### config.mk
export PLATFORM = sky130hd
export DESIGN_NAME = fetch_decode
export DESIGN_NICKNAME = d
export VERILOG_FILES = /design/src/rtl/fetch_decode.sv
export SDC_FILE = /design/constraint.sdc
export NUM_CORES = 1
export LEC_CHECK = 0
export ABC_AREA = 1
export BUFFER_PORTS_ARGS = -buffer_cell sky130_fd_sc_hd__buf_2
export CAP_MARGIN = 20
export CORE_ASPECT_RATIO = 0.9
export CORE_MARGIN = 10
export CORE_UTILIZATION = 40
export DETAILED_ROUTE_END_ITERATION = 12
export GPL_TIMING_DRIVEN = 0
export PLACE_DENSITY_LB_ADDON = 0.25
export SYNTH_ARGS = -nofsm -noshare
export SYNTH_HDL_FRONTEND = slang
export SYNTH_SLANG_ARGS = --single-unit
### constraint.sdc
create_clock -name clk -period 3.8 [get_ports clk]
set_input_delay 0.76 -clock clk [delete_from_list [all_inputs] [get_ports clk]]
set_output_delay 0.76 -clock clk [all_outputs]
set_load 0.01 [all_outputs]
### src/rtl/fetch_decode.sv
`default_nettype none
// ============================================================================
// Module      : fetch_decode
// Description : MSP430 instruction fetch/decode sequencer. Fetches opcode and
//               extension words, advances the PC and holds decoded fields
//               for the execute stage.
// Revision    : 1.0 - initial release
// ============================================================================
module fetch_decode (
    input  logic        clk,
    input  logic        rst,
    output logic        mem_req,
    output logic [15:0] mem_addr,
    input  logic        mem_ready,
    input  logic [15:0] mem_rdata,
    input  logic [15:0] reg_PC_out,
    output logic [15:0] reg_PC_in,
    output logic [3:0]  reg_SA,
    output logic [3:0]  reg_DA,
    output logic [1:0]  As,
    output logic        Ad,
    output logic        BW,
    output logic [1:0]  fmt,
    output logic [3:0]  op,
    output logic [9:0]  jmp_off,
    output logic [15:0] src_ext,
    output logic [15:0] dst_ext,
    output logic        instr_valid,
    input  logic        exec_done,
    output logic        illegal
);

    localparam logic [1:0] FMT_DOUBLE  = 2'd0;
    localparam logic [1:0] FMT_SINGLE  = 2'd1;
    localparam logic [1:0] FMT_JUMP    = 2'd2;
    localparam logic [1:0] FMT_ILLEGAL = 2'd3;

    typedef enum logic [2:0] {
        START   = 3'd0,
        FETCH   = 3'd1,
        SRC_EXT = 3'd2,
        DST_EXT = 3'd3,
        ISSUE   = 3'd4
    } state_t;

    state_t      state;
    logic [15:0] ir;
    logic        accept;
    logic [1:0]  ir_fmt;

    function automatic logic [1:0] word_fmt(input logic [15:0] w);
        logic [1:0] f;
        if (w[15:12] >= 4'd4)
            f = FMT_DOUBLE;
        else if (w[15:10] == 6'b000100)
            f = FMT_SINGLE;
        else if (w[15:13] == 3'b001)
            f = FMT_JUMP;
        else
            f = FMT_ILLEGAL;
        return f;
    endfunction

    // Constant-generator encodings (SA=3, or SA=2 with As>=2) never take a word.
    function automatic logic need_src(input logic [15:0] w);
        logic [1:0] f;
        logic [3:0] sa;
        logic [1:0] am;
        f  = word_fmt(w);
        sa = (f == FMT_DOUBLE) ? w[11:8] : w[3:0];
        am = w[5:4];
        return ((f == FMT_DOUBLE) || (f == FMT_SINGLE)) &&
               (((am == 2'b01) && (sa != 4'd3)) ||
                ((am == 2'b11) && (sa == 4'd0)));
    endfunction

    function automatic logic need_dst(input logic [15:0] w);
        return (word_fmt(w) == FMT_DOUBLE) && w[7];
    endfunction

    assign accept    = mem_req && mem_ready;
    assign mem_addr  = {reg_PC_out[15:1], 1'b0};
    assign reg_PC_in = accept ? (reg_PC_out + 16'd2) : reg_PC_out;
    assign ir_fmt    = word_fmt(ir);
    assign jmp_off   = ir[9:0];

    always_comb begin
        fmt    = 2'd0;
        op     = 4'd0;
        reg_SA = 4'd0;
        reg_DA = 4'd0;
        As     = 2'd0;
        Ad     = 1'b0;
        BW     = 1'b0;
        case (ir_fmt)
            FMT_DOUBLE: begin
                fmt    = FMT_DOUBLE;
                op     = ir[15:12];
                reg_SA = ir[11:8];
                Ad     = ir[7];
                BW     = ir[6];
                As     = ir[5:4];
                reg_DA = ir[3:0];
            end
            FMT_SINGLE: begin
                fmt    = FMT_SINGLE;
                op     = {1'b0, ir[9:7]};
                reg_SA = ir[3:0];
                reg_DA = ir[3:0];
                As     = ir[5:4];
                BW     = ir[6];
            end
            FMT_JUMP: begin
                fmt    = FMT_JUMP;
                op     = {1'b0, ir[12:10]};
            end
            default: begin
                fmt    = 2'd0;
            end
        endcase
    end

    always_ff @(posedge clk or negedge rst) begin
        if (!rst) begin
            state       <= START;
            ir          <= 16'd0;
            src_ext     <= 16'd0;
            dst_ext     <= 16'd0;
            mem_req     <= 1'b0;
            instr_valid <= 1'b0;
            illegal     <= 1'b0;
        end else begin
            illegal <= 1'b0;
            case (state)
                START: begin
                    state   <= FETCH;
                    mem_req <= 1'b1;
                end
                FETCH: begin
                    if (accept) begin
                        ir <= mem_rdata;
                        if (word_fmt(mem_rdata) == FMT_ILLEGAL) begin
                            illegal <= 1'b1;
                        end else if (need_src(mem_rdata)) begin
                            state <= SRC_EXT;
                        end else if (need_dst(mem_rdata)) begin
                            state <= DST_EXT;
                        end else begin
                            state       <= ISSUE;
                            mem_req     <= 1'b0;
                            instr_valid <= 1'b1;
                        end
                    end
                end
                SRC_EXT: begin
                    if (accept) begin
                        src_ext <= mem_rdata;
                        if (need_dst(ir)) begin
                            state <= DST_EXT;
                        end else begin
                            state       <= ISSUE;
                            mem_req     <= 1'b0;
                            instr_valid <= 1'b1;
                        end
                    end
                end
                DST_EXT: begin
                    if (accept) begin
                        dst_ext     <= mem_rdata;
                        state       <= ISSUE;
                        mem_req     <= 1'b0;
                        instr_valid <= 1'b1;
                    end
                end
                ISSUE: begin
                    if (exec_done) begin
                        state       <= FETCH;
                        mem_req     <= 1'b1;
                        instr_valid <= 1'b0;
                    end
                end
                default: begin
                    state       <= START;
                    mem_req     <= 1'b0;
                    instr_valid <= 1'b0;
                end
            endcase
        end
    end

endmodule
`default_nettype wire

==> reports/metrics.yaml <==
clocking:
  cts-root-buf: "clkbuf_8"
  cts_tree: "built"
  numCtsBuffers: 5
  cts_max_path_buffers: 2
  postCtsSetupBuffers: 0
  cts_max_level: 2
  cts_hold_buf: 0
  cts.sinks: 54
  path_clk_slew_ns: 0.11
  cts_resized: 0
  clkLatencyLatePin_ns: 0.30
routing:
  wirelength_um: 8890
  drt-pass1-iter-count: 5
  via_count: 2758
  drt_iter0_markers: 103
  wl_per_cell_um: 14.9
  vias_per_cell: 4.64
  drtAntennaViolNets: 0
  drc_errors: 0
setup_path:
  criticalPathCategory: "in -> out"
  crit_path_end_kind: "primary output"
  cp.required_ns: 3.04
  reg2reg_to: "dst_ext[0]"
  critPathLaunch: "reg_PC_out[2]"
  r2r_cells: 5
  r2r_slack_ns: 2.28
  cp.arrival_ns: 1.85
  critPathLaunchType: "input port"
  crit_fanout: 3
  reg2reg_from: "mem_req"
placement:
  dp_hpwl_um: 7500
  dpl_cell_area_sq_um: 3760
  gp_congestion: 0.856
  place.port_buffers: 128
power:
  total_power_w: 0.00260
  ir_drop_uv: 377
  p_per_area_nw_per_um2: 671
  leakage_nw: 2.19
floorplan:
  coreArea_sq_um: 7150
  fp.dieArea_sq_um: 11300
  io_pins: 131
  rows: 29
  start_util_pct: 41.8
  fp.dieW_um: 111
  dieHeight_um: 102
global_route:
  grt_pass1_wl_um: 14500
  grt_pass1_vias: 2844
  grt_max_degree: 29
  gr-total-overflow: 0
  antenna_found_initial: 0
  grt_usage_pct: 15.4
synthesis:
  synthesis.instances: 365
  yosys_warnings: 0
  synth.distinct_cells: 30
  synth_area_sq_um: 2990
  postSynth.asyncResetShare_pct: 100
  synth-main-ff-cell: "dfrtp_1"
  synth_fp_nets: 402
  synth_seq_cells: 54
  synth-edff-count: 0
  synth.avg_cell_area_sq_um: 8.18
  ys_seq_area_share_pct: 45.2
layout:
  drive_gt1_share_pct: 41.0
  area_growth_pct: 29.9
  stdcell_area_sq_um: 3880
  nNetsFinal: 538
  diodes: 0
timing:
  period_needed_ns: 2.61
  fmax_mhz: 383
  grt_setup_unrepaired: "false"
  setup_viol: 0
  maxSlewHeadroom_pct: 58.5
  skew_ns: 0.0108
  hold_viol_final: 0
  worst_pin_slew_ns: 0.622
  period_share_pct: 68.7
  setup_tns_ns: 0
  final-max-slew-violation-count: 0
job:
  maxCapViolations: 0
worst_hold_path:
  hold_path.class: "in -> async"
run_status:
  status: "finished clean"
## routing by layer
metal	up-vias	track usage (%)	part of all wire (%)
met4	0	2.37	0.38
met1	1285	19.0	41
met2	79	27.3	50
met3	2	3.75	8.3
li1	1392	-	-
met5	-	0	0
## how the worst max path moves through the flow
stage	to	slack (ns)	cells after the start
3_5_place_dp	reg_PC_in[14]	1.17	9
4_1_cts	reg_PC_in[14]	1.17	9
6_report	reg_PC_in[14]	1.19	9
2_1_floorplan	reg_PC_in[15]	1.44	8
5_1_grt	reg_PC_in[14]	1.08	9
3_3_place_gp	reg_PC_in[14]	1.17	9
## synth_stat cells (2+ instances only)
master | instances | share of area, %
nand2_1 | 88 | 11
dfrtp_1 | 54 | 45
o21ai_0 | 46 | 7.7
inv_1 | 39 | 4.9
buf_4 | 27 | 6.8
nor2_1 | 17 | 2.1
o21ai_1 | 14 | 2.3
nand2_2 | 10 | 2.1
inv_2 | 8 | 1.0
xnor2_1 | 8 | 2.3
clkbuf_1 | 7 | 0.88
nand3_2 | 7 | 2.3
nand3_1 | 6 | 1.0
xor2_1 | 6 | 1.8
nor2_4 | 4 | 1.5
nor2_2 | 3 | 0.63
nor3_1 | 3 | 0.50
nor3_2 | 3 | 1.0
buf_2 | 2 | 0.34
nand4_4 | 2 | 1.4
o22ai_1 | 2 | 0.42
## cell families (layout without fill, tap and decap cells)
group / count (synthesis) / count (layout) / synth area share (%)
simple gates: 146 / 146 / 24.9
fa+ha+maj: 1 / 1 / 0.419
xor+xnor: 14 / 14 / 4.11
other cells: 1 / 1 / 0.126
flops: 54 / 54 / 45.2
buf+inv: 84 / 221 / 14.0
compound gates: 65 / 65 / 11.2
## report_power, final
| group | switching [W] | leakage (nW) | internal (W) |
|---|---|---|---|
| Sequential | 0.000181 | 0.701 | 0.000821 |
| Clock | 0.000189 | 0.0587 | 0.000200 |
| Combinational | 0.000704 | 1.43 | 0.000509 |
| Total | 0.00107 | 2.19 | 0.00153 |
## per-stage QoR
| stage | setup WS [ns] | std cells | hold slack (ns) | util, % |
|---|---|---|---|---|
| floorplan | 1.44 | 365 | 0.464 | - |
| global placement | 1.17 | 586 | 0.465 | 52.4 |
| detailed placement | 1.17 | 587 | 0.475 | 52.7 |
| CTS | 1.17 | 595 | 0.470 | 54.3 |
| global route | 1.08 | 595 | 0.500 | 54.3 |
| finish | 1.19 | 595 | 0.456 | 54.3 |
## flip-flops by register name, summed over array words and instances (netlist names)
name,cells
dst_ext,16
ir,16
src_ext,16
state,3
illegal,1
instr_valid,1
mem_req,1
## layout by cell type (no fill, tap or decap), drive strengths merged
cell / instances
a21oi: 2
buf: 159
a22oi: 1
nand3: 13
o21ai: 60
clkinv: 1
clkbuf: 12
xor2: 6
nor4: 1
nor3: 7
inv: 48
nand4: 3
xnor2: 8
bufinv: 1
ha: 1
o22ai: 2
dfrtp: 54
conb: 1
nor2: 24
nand2: 98
## cell type report
| type | count | area [sq um] |
|---|---|---|
| timing repair buffer | 129 | 661 |
| clock buffer | 5 | 68.8 |
| tap | 93 | 116 |
| buffer | 37 | 243 |
| inverter | 47 | 176 |
| multi-input combinational | 227 | 1220 |
| fill | 688 | 3270 |
| clock inverter | 3 | 47.5 |
| sequential | 54 | 1350 |
## worst max-delay path, cell delays in order
cell and delay, ns:
buf_2 0.10, inv_1 0.07, nor3_4 0.25, nand4_4 0.16, nor2_4 0.13, nand3_2 0.07, xor2_1 0.13, inv_1 0.05
buf_2 0.13
Note: power is estimated with default switching activity, not from simulation.
